==> src/rtl/data_mem_arbiter_if.sv <==
// data_mem_arbiter_if: CPU, external master and memory buses around the data memory arbiter
interface data_mem_arbiter_if #(parameter int N = 32);
  logic         cpu_re_i;
  logic         cpu_we_i;
  logic [N-1:0] cpu_addr_i;
  logic [N-1:0] cpu_wdata_i;
  logic [N-1:0] cpu_rdata_o;
  logic         cpu_stall_o;
  logic         ext_req_i;
  logic         ext_we_i;
  logic [N-1:0] ext_addr_i;
  logic [N-1:0] ext_wdata_i;
  logic         ext_gnt_o;
  logic         ext_rvalid_o;
  logic [N-1:0] ext_rdata_o;
  logic [N-1:0] mem_addr_o;
  logic [N-1:0] mem_wdata_o;
  logic         mem_we_o;
  logic [N-1:0] mem_rdata_i;
  modport slave (
    input  cpu_re_i, cpu_we_i, cpu_addr_i, cpu_wdata_i,
    input  ext_req_i, ext_we_i, ext_addr_i, ext_wdata_i,
    input  mem_rdata_i,
    output cpu_rdata_o, cpu_stall_o,
    output ext_gnt_o, ext_rvalid_o, ext_rdata_o,
    output mem_addr_o, mem_wdata_o, mem_we_o
  );
  modport master (
    output cpu_re_i, cpu_we_i, cpu_addr_i, cpu_wdata_i,
    output ext_req_i, ext_we_i, ext_addr_i, ext_wdata_i,
    output mem_rdata_i,
    input  cpu_rdata_o, cpu_stall_o,
    input  ext_gnt_o, ext_rvalid_o, ext_rdata_o,
    input  mem_addr_o, mem_wdata_o, mem_we_o
  );
endinterface

==> src/rtl/data_mem_arbiter.sv <==
// data_mem_arbiter: shares a single-port data memory between the CPU MEM stage and an external master
module data_mem_arbiter #(
  parameter int N          = 32,
  parameter int MEM_LAT    = 1,
  parameter int STARVE_MAX = 4
) (
  input logic              CLK,
  input logic              RST,
  data_mem_arbiter_if.slave bus
);
  typedef enum logic [1:0] {IDLE, CPU_RD, EXT_RD} state_t;
  localparam logic [2:0] LAT  = 3'(MEM_LAT);
  localparam logic [3:0] SMAX = 4'(STARVE_MAX);
  state_t       state_q, state_d;
  logic [2:0]   lat_q, lat_d;
  logic [3:0]   wait_q, wait_d;
  logic [N-1:0] addr_q, addr_d;
  logic [N-1:0] cpu_rdata_q, cpu_rdata_d;
  logic [N-1:0] ext_rdata_q, ext_rdata_d;
  logic         cpu_req, ext_win, done;
  // Arbitration in IDLE, read sequencing in CPU_RD/EXT_RD; reset blanks every output
  always_comb begin
    cpu_req          = bus.cpu_re_i | bus.cpu_we_i;
    ext_win          = state_q == IDLE && bus.ext_req_i && (!cpu_req || wait_q == SMAX);
    done             = lat_q == LAT;
    state_d          = state_q;
    lat_d            = lat_q + 3'd1;
    addr_d           = addr_q;
    cpu_rdata_d      = cpu_rdata_q;
    ext_rdata_d      = ext_rdata_q;
    wait_d           = !bus.ext_req_i || ext_win ? 4'd0 : wait_q == SMAX ? SMAX : wait_q + 4'd1;
    bus.mem_addr_o   = addr_q;
    bus.mem_wdata_o  = '0;
    bus.mem_we_o     = 1'b0;
    bus.cpu_stall_o  = 1'b0;
    bus.cpu_rdata_o  = cpu_rdata_q;
    bus.ext_gnt_o    = 1'b0;
    bus.ext_rvalid_o = 1'b0;
    bus.ext_rdata_o  = ext_rdata_q;
    case (state_q)
      IDLE: begin
        if (ext_win) begin
          bus.ext_gnt_o   = 1'b1;
          bus.mem_addr_o  = bus.ext_addr_i;
          bus.mem_wdata_o = bus.ext_wdata_i;
          bus.mem_we_o    = bus.ext_we_i;
          bus.cpu_stall_o = cpu_req;
          if (!bus.ext_we_i) begin
            state_d = EXT_RD;
            lat_d   = 3'd1;
            addr_d  = bus.ext_addr_i;
          end
        end else if (cpu_req) begin
          bus.mem_addr_o  = bus.cpu_addr_i;
          bus.mem_wdata_o = bus.cpu_wdata_i;
          bus.mem_we_o    = bus.cpu_we_i;
          if (!bus.cpu_we_i) begin
            bus.cpu_stall_o = 1'b1;
            state_d         = CPU_RD;
            lat_d           = 3'd1;
            addr_d          = bus.cpu_addr_i;
          end
        end
      end
      CPU_RD: begin
        bus.cpu_stall_o = !done;
        if (done) begin
          bus.cpu_rdata_o = bus.mem_rdata_i;
          cpu_rdata_d     = bus.mem_rdata_i;
          state_d         = IDLE;
        end
      end
      EXT_RD: begin
        bus.cpu_stall_o = cpu_req;
        if (done) begin
          bus.ext_rvalid_o = 1'b1;
          bus.ext_rdata_o  = bus.mem_rdata_i;
          ext_rdata_d      = bus.mem_rdata_i;
          state_d          = IDLE;
        end
      end
      default: state_d = IDLE;
    endcase
    if (RST) begin
      bus.mem_addr_o   = '0;
      bus.mem_wdata_o  = '0;
      bus.mem_we_o     = 1'b0;
      bus.cpu_stall_o  = 1'b0;
      bus.cpu_rdata_o  = '0;
      bus.ext_gnt_o    = 1'b0;
      bus.ext_rvalid_o = 1'b0;
      bus.ext_rdata_o  = '0;
    end
  end
  // State, counters, latched address and held read data
  always_ff @(posedge CLK) begin
    if (RST) begin
      state_q     <= IDLE;
      lat_q       <= '0;
      wait_q      <= '0;
      addr_q      <= '0;
      cpu_rdata_q <= '0;
      ext_rdata_q <= '0;
    end else begin
      state_q     <= state_d;
      lat_q       <= lat_d;
      wait_q      <= wait_d;
      addr_q      <= addr_d;
      cpu_rdata_q <= cpu_rdata_d;
      ext_rdata_q <= ext_rdata_d;
    end
  end
endmodule

==> src/flat_wrapper.sv <==
// flat-port wrapper written by rule: the top's interface ports become plain ports
module data_mem_arbiter_flat 
#(
  parameter int N          = 32,
  parameter int MEM_LAT    = 1,
  parameter int STARVE_MAX = 4
)
  (CLK, RST, bus_cpu_re_i, bus_cpu_we_i, bus_cpu_addr_i, bus_cpu_wdata_i, bus_ext_req_i, bus_ext_we_i, bus_ext_addr_i, bus_ext_wdata_i, bus_mem_rdata_i, bus_cpu_rdata_o, bus_cpu_stall_o, bus_ext_gnt_o, bus_ext_rvalid_o, bus_ext_rdata_o, bus_mem_addr_o, bus_mem_wdata_o, bus_mem_we_o);
  data_mem_arbiter_if #(.N(N)) bus_i ();
  input logic CLK;
  input logic RST;
  input wire logic [$bits(bus_i.cpu_re_i)-1:0] bus_cpu_re_i;
  input wire logic [$bits(bus_i.cpu_we_i)-1:0] bus_cpu_we_i;
  input wire logic [$bits(bus_i.cpu_addr_i)-1:0] bus_cpu_addr_i;
  input wire logic [$bits(bus_i.cpu_wdata_i)-1:0] bus_cpu_wdata_i;
  input wire logic [$bits(bus_i.ext_req_i)-1:0] bus_ext_req_i;
  input wire logic [$bits(bus_i.ext_we_i)-1:0] bus_ext_we_i;
  input wire logic [$bits(bus_i.ext_addr_i)-1:0] bus_ext_addr_i;
  input wire logic [$bits(bus_i.ext_wdata_i)-1:0] bus_ext_wdata_i;
  input wire logic [$bits(bus_i.mem_rdata_i)-1:0] bus_mem_rdata_i;
  output wire logic [$bits(bus_i.cpu_rdata_o)-1:0] bus_cpu_rdata_o;
  output wire logic [$bits(bus_i.cpu_stall_o)-1:0] bus_cpu_stall_o;
  output wire logic [$bits(bus_i.ext_gnt_o)-1:0] bus_ext_gnt_o;
  output wire logic [$bits(bus_i.ext_rvalid_o)-1:0] bus_ext_rvalid_o;
  output wire logic [$bits(bus_i.ext_rdata_o)-1:0] bus_ext_rdata_o;
  output wire logic [$bits(bus_i.mem_addr_o)-1:0] bus_mem_addr_o;
  output wire logic [$bits(bus_i.mem_wdata_o)-1:0] bus_mem_wdata_o;
  output wire logic [$bits(bus_i.mem_we_o)-1:0] bus_mem_we_o;
  assign bus_i.cpu_re_i = bus_cpu_re_i;
  assign bus_i.cpu_we_i = bus_cpu_we_i;
  assign bus_i.cpu_addr_i = bus_cpu_addr_i;
  assign bus_i.cpu_wdata_i = bus_cpu_wdata_i;
  assign bus_i.ext_req_i = bus_ext_req_i;
  assign bus_i.ext_we_i = bus_ext_we_i;
  assign bus_i.ext_addr_i = bus_ext_addr_i;
  assign bus_i.ext_wdata_i = bus_ext_wdata_i;
  assign bus_i.mem_rdata_i = bus_mem_rdata_i;
  assign bus_cpu_rdata_o = bus_i.cpu_rdata_o;
  assign bus_cpu_stall_o = bus_i.cpu_stall_o;
  assign bus_ext_gnt_o = bus_i.ext_gnt_o;
  assign bus_ext_rvalid_o = bus_i.ext_rvalid_o;
  assign bus_ext_rdata_o = bus_i.ext_rdata_o;
  assign bus_mem_addr_o = bus_i.mem_addr_o;
  assign bus_mem_wdata_o = bus_i.mem_wdata_o;
  assign bus_mem_we_o = bus_i.mem_we_o;
  data_mem_arbiter #(.N(N), .MEM_LAT(MEM_LAT), .STARVE_MAX(STARVE_MAX)) u_core (.CLK(CLK), .RST(RST), .bus(bus_i));
endmodule
==> config.mk <==
export PLATFORM = sky130hd
export DESIGN_NAME = data_mem_arbiter_flat
export DESIGN_NICKNAME = d
export VERILOG_FILES = /design/src/rtl/data_mem_arbiter_if.sv /design/src/rtl/data_mem_arbiter.sv /design/src/flat_wrapper.sv
export SDC_FILE = /design/constraint.sdc
export NUM_CORES = 1
export LEC_CHECK = 0
export CAP_MARGIN = 20
export CORE_MARGIN = 1.5
export CORE_UTILIZATION = 35
export CTS_CLUSTER_DIAMETER = 150
export DETAILED_ROUTE_END_ITERATION = 6
export GPL_TIMING_DRIVEN = 1
export PLACE_DENSITY = 0.8
export SYNTH_ARGS = -nofsm -noshare
export SYNTH_HDL_FRONTEND = slang
export SYNTH_SLANG_ARGS = --single-unit
export TNS_END_PERCENT = 5
==> constraint.sdc <==
create_clock -name CLK -period 1.9 [get_ports CLK]
set_input_delay 0.19 -clock CLK [delete_from_list [all_inputs] [get_ports CLK]]
set_output_delay 0.19 -clock CLK [all_outputs]
set_load 0.01 [all_outputs]
### Word-level counts from Yosys, hierarchy flattened

Cells that the tools add are included.

| word-level totals | value |
|---|---|
| register bits | 105 |
| output and inout bits | 132 |
| logic and storage cells | 79 |

| cells by class | value |
|---|---|
| $add $sub $neg | 2 |
| equal/unequal tests | 10 |
| multiplexer cells | 45 |
| bitwise operators | 1 |
| reduce and logical (&&, ||, !) cells | 14 |

Operator list:

| cell | count |
|---|---|
| $mux 32 | 18 |
| $mux 3 | 6 |
| $mux 1 | 14 |
| $mux 2 | 5 |
| $reduce_and 4->1 | 2 |
| $add 4x1->4 const B | 1 |
| $eq 4x3->1 const B | 1 |
| $ne 2x1->1 const B | 2 |
| $pmux 2 s2 | 1 |
| $reduce_or 2->1 | 2 |
| $add 3x1->3 const B | 1 |
| $eq 3x1->1 const B | 1 |
| $logic_not 1->1 | 3 |
| $ne 3x1->1 const B | 1 |
| $ne 3x2->1 const B | 1 |
| $ne 3x3->1 const B | 1 |
| $pmux 1 s3 | 1 |
| $reduce_or 3->1 | 1 |
| $eq 2x1->1 const B | 1 |
| $eq 2x2->1 const B | 1 |
| $logic_and 1x1->1 | 2 |
| $logic_not 2->1 | 1 |
| $logic_or 1x1->1 | 2 |
| $ne 2x2->1 const B | 1 |
| 2 further kinds | 2 |

### Longest topological paths before layout

| depth | value |
|---|---|
| depth after elaboration | 7 |
| depth in mapped cells | 9 |

### Least setup slack after synthesis

Ideal clock, no wire load.

| timing path | value |
|---|---|
| path type | flip-flop to output port |
| start | register u_core.wait_q[0] |
| end | output bus_mem_addr_o[10] |
| arrival | 1.812 ns |
| required time | 1.710 ns |
| path slack | -0.102 ns |
| cell stages (with the launch flop) | 8 |
| buffers on the path | 1 |
| path through | dfxtp_1 -> inv_1 -> ha_1 -> and3b_1 -> o21ai_1 -> clkbuf_1 -> nor2_1 -> o32ai_1 |

| between the ends | value |
|---|---|
| word-level cells in the longest chain between the ends | 6 |

Ends and longest elaborated chain:

| what | line | text |
|---|---|---|
| from (decl) | data_mem_arbiter.sv:16 | `logic [3:0] wait_q, wait_d;` |
| from (signal assigned) | data_mem_arbiter.sv:107 | `wait_q <= wait_d;` |
| $eq 4x3->1 | data_mem_arbiter.sv:24 | `ext_win = state_q == IDLE && bus.ext_req_i && (!cpu_req \|\| wait_q == SMAX);` |
| $logic_or 1x1->1 | data_mem_arbiter.sv:24 |  |
| $logic_and 1x1->1 | data_mem_arbiter.sv:24 |  |
| $mux 32 | data_mem_arbiter.sv:42 | `if (ext_win) begin` |
| $mux 32 | data_mem_arbiter.sv:40 | `case (state_q)` |
| $mux 32 | data_mem_arbiter.sv:84 | `if (RST) begin` |
| to (decl) | flat_wrapper.sv:26 | `output wire logic [$bits(bus_i.mem_addr_o)-1:0] bus_mem_addr_o;` |

Every way passes these cells.

### Worst setup path after layout

Same ends and word-level chain as after synthesis.

==> parameters.txt <==
Parameter                              Value

Synthesis
  Ys async rst share    0
  Synth cell count leaders    nand2_1 (187), a21oi_1 (126), dfxtp_1 (105)
  Number of distinct library cell variants in the gate-level netlist after synthesis    39
  Synthesized netlist cell count    686
  Cell types with the largest area share after synthesis    dfxtp_1 (39%), nand2_1 (13%), a21oi_1 (12%), mux2i_1 (6.0%), a22o_1 (5.2%)
  Post-synthesis register bit count    between 100 and 150
  Sequential-to-total area share from yosys stat    0.3920
  Biggest area consumer among synthesized cells    dfxtp_1
  Synth warn    0
  Count leader, synth    nand2_1
  Post-synth EDFFs    0
  Post-Synthesis Net Count    860
  Top_reg_cell synth    dfxtp_1
  Mean instance size in the synthesized netlist    7.817 sq um
  Fraction of synthesized cell area taken by the top area cell type    0.3920
  Synthesized cell area    0.005363 sq mm

Detailed routing
  WL/cell    ~18 um
  Post-detailed-route via-to-cell ratio    roughly 5.5
  Violation count after the first detailed-route iteration    about 380
  Remaining antenna violation count after routing    0
  Detailed-router iteration count before antenna repair    5
  DRC viols    0
  Routed wire length    between 20 and 25 mm
  Detailed-route via count    roughly 6.5k

Critical path
  Number of cells traversed by the worst register-to-register path    9
  Worst EP arrival    ~2 ns
  Critical path's largest stage delay    0.33 ns
  Reg-to-Reg End    u_core.addr_q[22]
  Flop-to-flop setup slack    -0.18 ns
  Sum of buffers and inverters on the critical path    4
  Setup crit start kind    flip-flop
  Reg-to-reg startpoint    u_core.state_q[1]
  CP max FO    7
  Setup CP Type    flip-flop to output pin
  Element type at the critical path end    output pin
  Cell type of the slowest stage on the worst timing path    dfxtp_2
  Crit-path cells    inv_2 -> ha_4 -> and3b_2 -> o21ai_4 -> buf_6 -> buf_16 -> and3_4 -> o32ai_4 -> buf_2
  Data required, critical path    between 1.5 and 2 ns
  Kind of cell adding the most delay to the critical path    buffers and inverters

Floorplan
  Initial Utilization    0.3554
  Horiz. Die Dim    roughly 130 um
  Die boundary height    about 130 um
  Count of standard-cell rows    45
  Die Outline Area    0.01607 sq mm
  Count of pins on the block boundary    about 300
  Core Area    0.01509 sq mm

Global route
  Number of global-route vias before repair    ~6.4k
  Global-route wire length before repair    between 30 and 40 mm
  Largest net degree at the start of global routing    37
  Global-route usage over all layers    0.2581
  Total overflow reported by the global router    0
  Antenna violations before repair    1

Cells and area
  Number of nets in the layout    between 1k and 1.5k
  Fraction of layout instances using a drive strength above 1    0.3636
  Area growth from synthesis to layout    76.62%
  Fin util    0.6277
  Post-layout instance count excluding filler cells    approximately 1.2k

Power and ir drop
  Pwr Total    roughly 6200 uW
  VDD IR-drop max    428.6 uV
  Power density over cell area    roughly 650 mW/mm^2
  Internal power of the cells    roughly 4300 uW
  Proportion of total power due to net switching    0.3085
  Static leakage power    0.003749 uW
  Proportion of power drawn by flip-flops and latches    0.388
  Logic gate share of total power    0.314
  Fraction of power consumed by the clock network    0.298
  Sw Pwr    about 1900 uW

Timing
  Max Fclk    0.4489 GHz
  Worst clock skew    approximately 0.010 ns
  Slew Viols, Final    0
  Share of the clock period used by the worst path    1.172
  Unrepaired setup endpoints after global routing    true
  Slew of the pin with the lowest slew margin    about 0.57 ns
  Tightest slew margin relative to the limit    0.6214
  Setup WS post-layout    -0.3275 ns
  Tmin final    2.228 ns
  Worst hold slack after final layout    about 0.40 ns
  Sum of negative setup slack    -27.49 ns
  Endpoints failing setup    165
  Number of endpoints with negative hold slack in the final report    0

Hold path
  Worst hold stages    3
  Worst-case hold path end point    u_core.ext_rdata_q[25]
  Path type of the worst min-delay path    input pin to flip-flop
  Startpoint of the worst hold path    RST

Outcome
  Failing checks    negative setup slack
  Result of the run    finished, violations left

Clock network
  Inserted Clock Buffers    9
  Number of sinks handled by clock tree synthesis    ~110
  Cts-stage hold buffer count    0
  Clk_lat worst skew    ~0.36 ns
  Count of H-tree levels built during CTS    3
  Clock tree from TritonCTS    built
  Cell at the root of the clock tree    clkbuf_16
  Clock-pin transition on the worst setup and hold timing paths    approximately 0.070 ns
  Worst-case clock buffer depth    2

Placed design
  Placed cell count    around 1.2k
  Detailed-placement wirelength estimate    14.19 mm
  GPL Wtd Cong    0.8444
  Count of buffers inserted at the top-level ports    a little under 300

Flow run
  Max Cap Viol    0
==> cells in the final DEF, fill, tap and decap left out, types with 5 or more instances in the layout <==
| master | count |
|---|---|
| a21oi_1 | 44 |
| a21oi_2 | 83 |
| a22o_1 | 30 |
| a22oi_1 | 23 |
| and3_4 | 8 |
| buf_12 | 12 |
| buf_16 | 5 |
| buf_2 | 116 |
| buf_4 | 54 |
| buf_6 | 12 |
| clkbuf_16 | 9 |
| clkdlybuf4s15_2 | 7 |
| clkdlybuf4s50_1 | 164 |
| dfxtp_1 | 101 |
| mux2i_1 | 32 |
| nand2_1 | 178 |
| nand2_2 | 9 |
| nor2_1 | 11 |
| o32ai_2 | 5 |
| o41ai_1 | 30 |
==> sequential cells by signal, indices dropped and copies added, names as in the netlist <==
signal              count
u_core.cpu_rdata_q     32
u_core.wait_q           4
u_core.ext_rdata_q     32
u_core.lat_q            3
u_core.state_q          2
u_core.addr_q          32
==> per-layer routing <==
layer	vias up	wire length [um]	GRT usage
li1	3101	-	-
met3	44	1192	0.04133
met1	3138	8433	0.3016
met5	-	0	0
met4	0	600	0.1090
met2	264	11360	0.4683
==> layout make-up <==
cell class	count	area (sq um)
Fill cell	1306	5618
Clock buffer	9	225.2
Timing Repair Buffer	377	3284
Antenna cell	1	2.502
Multi-Input combinational cell	508	3530
Clock inverter	7	65.06
Inverter	6	22.52
Tap cell	188	235.2
Sequential cell	105	2107
==> how the worst max path moves through the flow <==
stage	startpoint	to	slack [ns]	cells past startpoint
6_report	u_core.wait_q[0]	bus_mem_addr_o[10]	-0.33	9
5_1_grt	u_core.wait_q[0]	bus_mem_addr_o[15]	-0.42	10
4_1_cts	u_core.wait_q[1]	bus_mem_addr_o[3]	-0.36	9
3_5_place_dp	bus_cpu_re_i	bus_mem_addr_o[2]	-0.68	7
3_3_place_gp	bus_cpu_re_i	bus_cpu_stall_o	-0.66	7
2_1_floorplan	u_core.wait_q[0]	bus_mem_addr_o[31]	-0.03	7
==> worst reg2reg max path: stages, from the launching register on <==
cell and delay, ns:
dfxtp_1 0.33, inv_1 0.08, ha_4 0.19, buf_4 0.14, nor2b_1 0.14, buf_4 0.13
and3_1 0.21, buf_12 0.18, o41ai_1 0.50, a21oi_2 0.06
==> cell families after synthesis <==
kind of cell / Yosys count / synth area share
AOI/OAI and AO/OA: 234 / 0.2846
and+or+nand+nor: 231 / 0.1799
DFF: 105 / 0.3920
buffers and inverters: 73 / 0.06019
muxes: 32 / 0.05973
adders and majority gates: 8 / 0.01867
xor gates and xnor gates: 3 / 0.004901
==> metrics by stage <==
stage / area [sq um] / setup slack (ns)
after CTS: 9339 / -0.3580
after global routing: 9472 / -0.4243
after floorplan: 5379 / -0.03393
final: 9472 / -0.3275
after detailed placement: 8895 / -0.6837
after global placement: 8895 / -0.6579
==> power by group through the flow <==
stage	Combinational, uW	Sequential [uW]	Clock (uW)
after CTS	1850	2380	1880
final	1930	2390	1840
after global placement	1790	2420	0
after floorplan	775	2420	0
after detailed placement	1800	2430	0
after global routing	2060	2400	1960
==> timing repair <==
action / 4_1_cts / 5_1_grt
pin swaps: 53 / 5
resized for setup: 615 / 75
gates cloned: 6 / 0
setup buffers: 12 / 2
setup endpoints to repair: 168 / 169
Power figures use the tool's default switching activity.
